===== src/rtl/synth_pkg.sv =====
// Shared types and constants for the codec audio serial blocks.
package synth_pkg;

  localparam int AUDIO_W = 16;

  typedef enum logic {
    LEFT  = 1'b0,
    RIGHT = 1'b1
  } chan_t;

  typedef enum logic [1:0] {
    SYNC  = 2'd0,
    SKIP  = 2'd1,
    SHIFT = 2'd2
  } rx_state_t;

endpackage


===== src/rtl/sync_edge.sv =====
// Two-flop synchroniser for one asynchronous codec pin, followed by a third stage
// that provides registered rise/fall pulses aligned with the synchronised level.
module sync_edge (
  input  logic clk_i,
  input  logic rst_i,
  input  logic d_i,
  output logic q_o,
  output logic rise_o,
  output logic fall_o
);

  logic s1_q, s2_q, s3_q, rise_q, fall_q;

  always_ff @(posedge clk_i or posedge rst_i) begin
    if (rst_i) begin
      s1_q   <= 1'b0;
      s2_q   <= 1'b0;
      s3_q   <= 1'b0;
      rise_q <= 1'b0;
      fall_q <= 1'b0;
    end else begin
      s1_q   <= d_i;
      s2_q   <= s1_q;
      s3_q   <= s2_q;
      rise_q <= s2_q & ~s3_q;
      fall_q <= ~s2_q & s3_q;
    end
  end

  // Level taken from stage 3 so it lines up with the registered edge pulses.
  assign q_o    = s3_q;
  assign rise_o = rise_q;
  assign fall_o = fall_q;

endmodule


===== src/rtl/adc_i2s_rx.sv =====
// Codec ADC serial receiver: deserialises I2S / left-justified frames into
// left/right words and hands each stereo pair over on a valid/ack handshake.
//
// state | meaning
// SYNC  | waiting for the first LRCK fall; nothing captured
// SKIP  | after an LRCK edge, dropping I2S_DELAY bit-clock rises
// SHIFT | shifting in data bits of the current channel
module adc_i2s_rx
  import synth_pkg::*;
#(
  parameter int DATA_W    = AUDIO_W,
  parameter int I2S_DELAY = 1
) (
  input  logic              Clk,
  input  logic              Reset,
  input  logic              AUD_BCLK,
  input  logic              AUD_ADCLRCK,
  input  logic              AUD_ADCDAT,
  output logic [DATA_W-1:0] LDATA_IN,
  output logic [DATA_W-1:0] RDATA_IN,
  output logic              sample_valid,
  input  logic              sample_ack,
  output logic              overrun,
  output logic              short_frame,
  input  logic              clr_status
);

  localparam int                CNT_W     = $clog2(DATA_W + 1);
  localparam logic [CNT_W-1:0]  CNT_FULL  = CNT_W'(DATA_W);
  localparam logic [7:0]        SKIP_LAST = (I2S_DELAY > 0) ? 8'(I2S_DELAY - 1) : 8'd0;
  localparam rx_state_t         ENTRY_ST  = (I2S_DELAY > 0) ? SKIP : SHIFT;

  logic bclk_rise, lr_rise, lr_fall, dat_s;
  logic bclk_lvl_unused, bclk_fall_unused, lr_lvl_unused, dat_rise_unused, dat_fall_unused;

  sync_edge u_sync_bclk (
    .clk_i  (Clk),
    .rst_i  (Reset),
    .d_i    (AUD_BCLK),
    .q_o    (bclk_lvl_unused),
    .rise_o (bclk_rise),
    .fall_o (bclk_fall_unused)
  );

  sync_edge u_sync_lrck (
    .clk_i  (Clk),
    .rst_i  (Reset),
    .d_i    (AUD_ADCLRCK),
    .q_o    (lr_lvl_unused),
    .rise_o (lr_rise),
    .fall_o (lr_fall)
  );

  sync_edge u_sync_dat (
    .clk_i  (Clk),
    .rst_i  (Reset),
    .d_i    (AUD_ADCDAT),
    .q_o    (dat_s),
    .rise_o (dat_rise_unused),
    .fall_o (dat_fall_unused)
  );

  rx_state_t         state_q, state_d;
  chan_t             chan_q, chan_d;
  logic [CNT_W-1:0]  bit_cnt_q, bit_cnt_d;
  logic [7:0]        skip_cnt_q, skip_cnt_d;
  logic [DATA_W-1:0] shreg_q, shreg_d;
  logic [DATA_W-1:0] lhold_q, lhold_d;
  logic [DATA_W-1:0] ldata_q, ldata_d;
  logic [DATA_W-1:0] rdata_q, rdata_d;
  logic              valid_q, valid_d;
  logic              overrun_q, overrun_d;
  logic              short_q, short_d;

  logic [DATA_W-1:0] word_aligned;
  logic              short_now;
  logic              commit_pair, set_short, set_ovr;

  // Bits arrive at the LSB, so a short word is shifted up to restore MSB alignment.
  assign word_aligned = shreg_q << (CNT_FULL - bit_cnt_q);
  assign short_now    = (bit_cnt_q < CNT_FULL);

  always_comb begin
    state_d     = state_q;
    chan_d      = chan_q;
    bit_cnt_d   = bit_cnt_q;
    skip_cnt_d  = skip_cnt_q;
    shreg_d     = shreg_q;
    lhold_d     = lhold_q;
    ldata_d     = ldata_q;
    rdata_d     = rdata_q;
    valid_d     = valid_q;
    commit_pair = 1'b0;
    set_short   = 1'b0;
    set_ovr     = 1'b0;

    case (state_q)
      SYNC: begin
        if (lr_fall) begin
          state_d    = ENTRY_ST;
          chan_d     = LEFT;
          bit_cnt_d  = '0;
          skip_cnt_d = '0;
          shreg_d    = '0;
        end
      end
      SKIP, SHIFT: begin
        if (lr_rise || lr_fall) begin
          set_short = short_now;
          if (lr_rise) begin
            lhold_d = word_aligned;
            chan_d  = RIGHT;
          end else begin
            ldata_d     = lhold_q;
            rdata_d     = word_aligned;
            commit_pair = 1'b1;
            chan_d      = LEFT;
          end
          state_d    = ENTRY_ST;
          bit_cnt_d  = '0;
          skip_cnt_d = '0;
          shreg_d    = '0;
        end else if (bclk_rise) begin
          if (state_q == SKIP) begin
            if (skip_cnt_q == SKIP_LAST) state_d = SHIFT;
            else                         skip_cnt_d = skip_cnt_q + 8'd1;
          end else if (short_now) begin
            shreg_d   = DATA_W'({shreg_q, dat_s});
            bit_cnt_d = bit_cnt_q + CNT_W'(1);
          end
        end
      end
      default: state_d = SYNC;
    endcase

    if (valid_q && sample_ack) valid_d = 1'b0;
    if (commit_pair) begin
      valid_d = 1'b1;
      set_ovr = valid_q && !sample_ack;
    end

    overrun_d = (clr_status ? 1'b0 : overrun_q) | set_ovr;
    short_d   = (clr_status ? 1'b0 : short_q) | set_short;
  end

  always_ff @(posedge Clk or posedge Reset) begin
    if (Reset) begin
      state_q    <= SYNC;
      chan_q     <= LEFT;
      bit_cnt_q  <= '0;
      skip_cnt_q <= '0;
      shreg_q    <= '0;
      lhold_q    <= '0;
      ldata_q    <= '0;
      rdata_q    <= '0;
      valid_q    <= 1'b0;
      overrun_q  <= 1'b0;
      short_q    <= 1'b0;
    end else begin
      state_q    <= state_d;
      chan_q     <= chan_d;
      bit_cnt_q  <= bit_cnt_d;
      skip_cnt_q <= skip_cnt_d;
      shreg_q    <= shreg_d;
      lhold_q    <= lhold_d;
      ldata_q    <= ldata_d;
      rdata_q    <= rdata_d;
      valid_q    <= valid_d;
      overrun_q  <= overrun_d;
      short_q    <= short_d;
    end
  end

  assign LDATA_IN     = ldata_q;
  assign RDATA_IN     = rdata_q;
  assign sample_valid = valid_q;
  assign overrun      = overrun_q;
  assign short_frame  = short_q;

endmodule

===== config.mk =====
export PLATFORM = sky130hd
export DESIGN_NAME = adc_i2s_rx
export DESIGN_NICKNAME = d
export VERILOG_FILES = /design/src/rtl/synth_pkg.sv /design/src/rtl/sync_edge.sv /design/src/rtl/adc_i2s_rx.sv
export SDC_FILE = /design/constraint.sdc
export NUM_CORES = 1
export LEC_CHECK = 0
export CAP_MARGIN = 0
export CORE_MARGIN = 2
export CORE_UTILIZATION = 53
export CTS_BUF_LIST = sky130_fd_sc_hd__clkbuf_4 sky130_fd_sc_hd__clkbuf_8
export CTS_CLUSTER_DIAMETER = 100
export CTS_CLUSTER_SIZE = 12
export DETAILED_ROUTE_END_ITERATION = 7
export PLACE_DENSITY_LB_ADDON = 0.1
export SLEW_MARGIN = 20
export SYNTH_ARGS = -nofsm -noshare
export SYNTH_HDL_FRONTEND = slang
export SYNTH_SLANG_ARGS = --single-unit

===== constraint.sdc =====
create_clock -name Clk -period 3.5 [get_ports Clk]
set_clock_uncertainty 0.2 [all_clocks]
set_input_delay 0.7 -clock Clk [delete_from_list [all_inputs] [get_ports Clk]]
set_output_delay 0.7 -clock Clk [all_outputs]
set_load 0.05 [all_outputs]

## After elaboration in Yosys (flattened, before gate mapping)

Cells that the tools add are included.

- Bits in registers: 94
- Latch bits: 0
- Memory bits (writable): 0
- Bits in read-only memories: 0
- Bits of input ports: 7
- Logic and storage cells: 93
- Memories: 0

- $add $sub $neg: 3
- Multiply operators: 0
- Div/mod/pow operators: 0
- Magnitude comparators: 1
- Equal/unequal tests: 9
- Shift-type cells: 1
- Muxes and demuxes: 34
- Bitwise logic cells: 9
- Reduce and logical (&&, ||, !) cells: 14

Operator list:

| kind | number |
|---|---|
| $mux 16 | 5 |
| $mux 8 | 5 |
| $pmux 16 s2 | 1 |
| $mux 5 | 5 |
| $pmux 8 s2 | 1 |
| $shl 16x5->16 | 1 |
| $ne 3x3->1 const B | 5 |
| $mux 1 | 10 |
| $mux 2 | 5 |
| $pmux 5 s2 | 1 |
| $reduce_and 5->1 | 2 |
| $add 8x1->8 const B | 1 |
| $logic_not 8->1 | 1 |
| $reduce_and 3->1 | 2 |
| $add 5x1->5 const B | 1 |
| $lt 5x5->1 const B | 1 |
| $sub 5x5->5 const A | 1 |
| $not 1->1 | 4 |
| $pmux 2 s2 | 1 |
| $reduce_and 4->1 | 1 |
| $reduce_bool 2->1 | 2 |
| $and 1x1->1 | 3 |
| $ne 3x2->1 const B | 1 |
| $eq 2x1->1 const B | 1 |
| 8 further kinds | 10 |

## Depth between registers and ports, before layout

- Depth after elaboration: 6
- Depth in mapped cells: 11
- Depth with buffers taken out: 8

## Hierarchy

Synthesis repeated with hierarchy kept, for this count alone.

- Cell total of the unflattened synthesis: 472
- Area total of the unflattened synthesis: 4,908.5 µm²

Modules (own cells, without submodules):

| module | times used | cells each | area each (µm²) | sequential area each (µm²) |
|---|---|---|---|---|
| adc_i2s_rx | 1 | 448 | 4,476.8 | 2,052.0 |
| sync_edge | 3 | 8 | 143.9 | 125.1 |

## Worst setup path before layout

Ideal clock, no wire load.

- Kind: register to register
- From: register bit_cnt_q[0]
- To: register lhold_q[14]
- Library setup time: 122 ps
- Arrival: 2,401 ps
- Slack: 777 ps
- Stages on the path, launching flop included: 11
- Buffers on the path: 4
- Clock period less this slack: 2,723 ps
- Cells stage by stage: dfrtp_1 buf_6 inv_1 buf_2 ha_1 buf_4 buf_6 mux2i_1 mux2i_1 a211o_1 a32o_1

- Word-level cells in the longest chain between the ends: 2

Ends and longest elaborated chain:

| what | RTL line | text |
|---|---|---|
| start: declaration | adc_i2s_rx.sv:65 | `logic [CNT_W-1:0] bit_cnt_q, bit_cnt_d;` |
| start signal: assignment | adc_i2s_rx.sv:162 | `bit_cnt_q <= bit_cnt_d;` |
| $sub 5x5->5 | adc_i2s_rx.sv:80 | `assign word_aligned = shreg_q << (CNT_FULL - bit_cnt_q);` |
| $shl 16x5->16 | adc_i2s_rx.sv:80 |  |
| end signal: assignment | adc_i2s_rx.sv:165 | `lhold_q <= lhold_d;` |
| end: declaration | adc_i2s_rx.sv:68 | `logic [DATA_W-1:0] lhold_q, lhold_d;` |

Every way passes these cells.
A chain may end at the register's enable or synchronous reset.

## Worst setup path after layout

- From: register bit_cnt_q[1]
- To: register rdata_q[15], in the netlist RDATA_IN[15]

- Word-level cells in the longest chain between the ends: 2

Ends and longest elaborated chain:

| what | RTL line | text |
|---|---|---|
| $sub 5x5->5 | adc_i2s_rx.sv:80 |  |
| $shl 16x5->16 | adc_i2s_rx.sv:80 |  |
| end signal: assignment | adc_i2s_rx.sv:167 | `rdata_q <= rdata_d;` |
| end: declaration | adc_i2s_rx.sv:70 | `logic [DATA_W-1:0] rdata_q, rdata_d;` |

Every way passes these cells.

==> out/metrics.csv <==
metric,value,unit
coreArea,8260,um^2
cts.sinks,94,
yosys_warnings,0,
finalCritPeriodShare,82.4,%
antenna_found_initial,0,
cts_setup_buffers,0,
antennaDiodeCount,0,
async_flop_share,100,%
cts_resized,0,
finalSetupViolations,0,
path_class,reg -> reg,
r2r_slack,0.61,ns
hold_path_end,u_sync_bclk.s2_q$_DFF_PP0_,
grt_busiest_layer,met2,
initial_core_util,54.7,%
status,"complete, no violations",
final_common_cell,dfrtp_1,
synth_area,4520,um^2
synth_top_area_share,52.0,%
layout-drive-gt1-share,15.3,%
clockBufferDepth,2,
crit_required,3.56,ns
finalPower,3480,uW
drt.antenna.violating_nets,0,
root_buffer,clkbuf_8,
htree_levels,3,
vias,3220,
drt_iter0_markers,124,
die_w,96.4,um
grt_start_max_net_pins,53,
rsz0062_at_grt,no,
crit_chain,"inv_1, ha_1, buf_4, mux2i_1, mux4_2, nor3_1, nor2_1, o21ai_0",
ys_top_cells_by_area,"dfrtp_1 52%, nand2_1 6.6%, mux2_2 6.2%, mux2i_1 3.5%, o21ai_0 3.5%",
hold_viol_final,0,
end_kind,register,
arrival,2.95,ns
dieHeight,96.4,um
max_freq,347,MHz
worst_path_largest_cell_delay,0.72,ns
cts_hold_buf,0,
crit_fanout,17,
synth_sequential_area_ratio,52.0,%
nFillCells,693,
syn_nets,442,
synth_seq_cells,94,
grt-ovfl-total,0,
post_synth_num_cell_types,55,
synth-main-ff-cell,dfrtp_1,
port_buffers,41,
yosys.area.top_type,dfrtp_1,
cp_num_buf_inv,2,
relSlewSlack,53.2,%
min_path_type,reg -> reg,
gr-usage-met2,31.1,%
cts_tree,yes,
drv_cap,0,
io_pins,42,
vias_per_cell,5.59,
synth_area_per_cell,10.6,um^2
area_growth,14.8,%
avgRoutedWirePerCell,15.3,um
fin_crit,2.89,ns
grt_usage,20.6,%
routed_wirelength,8840,um
power.leakage,0.00225,uW
hp-start,u_sync_bclk.s1_q$_DFF_PP0_,
worstReg2RegEnd,RDATA_IN[15]$_DFFE_PP0P_,
synth_edf_count,0,
met1_usage,29.4,%
clock_latency,0.36,ns
slowest_stage,ha_1,
num_rows,33,
crit_path_start_kind,register,
holdPathStages,0,
grtUsageMet3,3.68,%
grt_pass1_wl,14700,um
rr_startpoint,bit_cnt_q[1]$_DFFE_PP0P_,
dieArea,9280,um^2
clk_pin_slew_worst_paths,0.10,ns
fin_nets,481,
cts_inserted_buffers,9,
slew_violations,0,
power_density,671,nW/um^2
tightest_slew,0.701,ns
place_congestion,0.945,
syn_inst,427,
fin_tns_setup,0,ns
cpLargestDelayFamily,adder cells,
grt_pass1_vias,2984,
drt_drc_violations_left,0,
dr.pass1.iters,4,
r2r_cells,8,
final_cell_mix,"94 x dfrtp_1, 79 x nand2_1, 41 x clkdlybuf4s50_1",
ir_worst_vdd,315,uV
place_hpwl,6380,um
## metrics by stage
stage          hold WS, ns  worst slack, ns  instances  cell area (um^2)  util (%)
6_report             0.156            0.614        576              5190      62.8
5_1_grt              0.173            0.449        576              5190      62.8
3_3_place_gp         0.133            0.711        560              5000      60.6
3_5_place_dp         0.135            0.658        560              5000      60.6
4_1_cts              0.157            0.641        576              5190      62.8
2_1_floorplan        0.131            0.151        427              4520         -
## area by class of cell
| cell class | instances | area, um^2 | share of cell area (%) |
|---|---|---|---|
| Clock buffer | 11 | 145 | 2.80 |
| Clock inverter | 5 | 41.3 | 0.796 |
| Inverter | 11 | 42.5 | 0.820 |
| Multi-Input combinational cell | 298 | 1970 | 38.0 |
| Sequential cell | 94 | 2350 | 45.3 |
| Tap cell | 105 | 131 | 2.53 |
| Timing Repair Buffer | 52 | 505 | 9.74 |
## Yosys cell counts, types with 6 or more instances
master and instances:
nor2_1 20, dfrtp_1 94, mux2_2 25, ha_1 8, o21ai_0 32, inv_1 11
buf_6 7, nand2_1 79, nor3_1 6, mux2i_1 16, clkbuf_1 10, o31ai_1 9
nor2b_1 7, o21ai_1 20, nand3_1 8
## where the power goes
group          switching (uW)  leakage [uW]  total (uW)  internal [uW]
sequential               82.0       0.00128        1280           1200
clock                     379     0.0000900         671            292
combinational             990      0.000882        1530            542
total                    1450       0.00225        3480           2030
## flip-flops by register name (all words and copies together) (netlist names), 2 cells and up
signal,count
lhold_q,16
bit_cnt_q,5
shreg_q,16
state_q,2
LDATA_IN,16
skip_cnt_q,8
RDATA_IN,16
## kinds of logic (layout without fill, tap and decap cells)
family,count (synthesis),count (layout),synth area share (%)
simple gates,145,145,14.6
compound gates,98,98,14.2
flops,94,94,52.0
mux,46,46,12.3
buf+inv,35,79,4.37
fa+ha+maj,8,8,2.21
xor+xnor,1,1,0.360
## layer usage
metal | up-vias | share of wire (%) | wire length (um)
met3 | 16 | 2.9 | 257
met4 | 0 | 2.0 | 176
met2 | 57 | 46 | 4050
met1 | 1562 | 49 | 4350
li1 | 1585 | - | -
met5 | - | 0 | 0
## worst max-delay path by stage
stage / from / to / slack [ns] / cells after the start
2_1_floorplan: Reset / LDATA_IN[0]$_DFFE_PP0P_ / 0.15 / 1
5_1_grt: bit_cnt_q[1]$_DFFE_PP0P_ / lhold_q[14]$_DFFE_PP0P_ / 0.45 / 7
6_report: bit_cnt_q[1]$_DFFE_PP0P_ / RDATA_IN[15]$_DFFE_PP0P_ / 0.61 / 8
3_3_place_gp: bit_cnt_q[1]$_DFFE_PP0P_ / RDATA_IN[8]$_DFFE_PP0P_ / 0.71 / 7
4_1_cts: bit_cnt_q[1]$_DFFE_PP0P_ / lhold_q[14]$_DFFE_PP0P_ / 0.64 / 7
3_5_place_dp: bit_cnt_q[1]$_DFFE_PP0P_ / lhold_q[14]$_DFFE_PP0P_ / 0.66 / 7
## worst reg2reg max path: stages (launching register included)
cell     delay [ns]
dfrtp_1        0.49
inv_1          0.08
ha_1           0.72
buf_4          0.24
mux2i_1        0.07
mux4_2         0.47
nor3_1         0.23
nor2_1         0.10
o21ai_0        0.20
(Power assumes the default switching activity.)
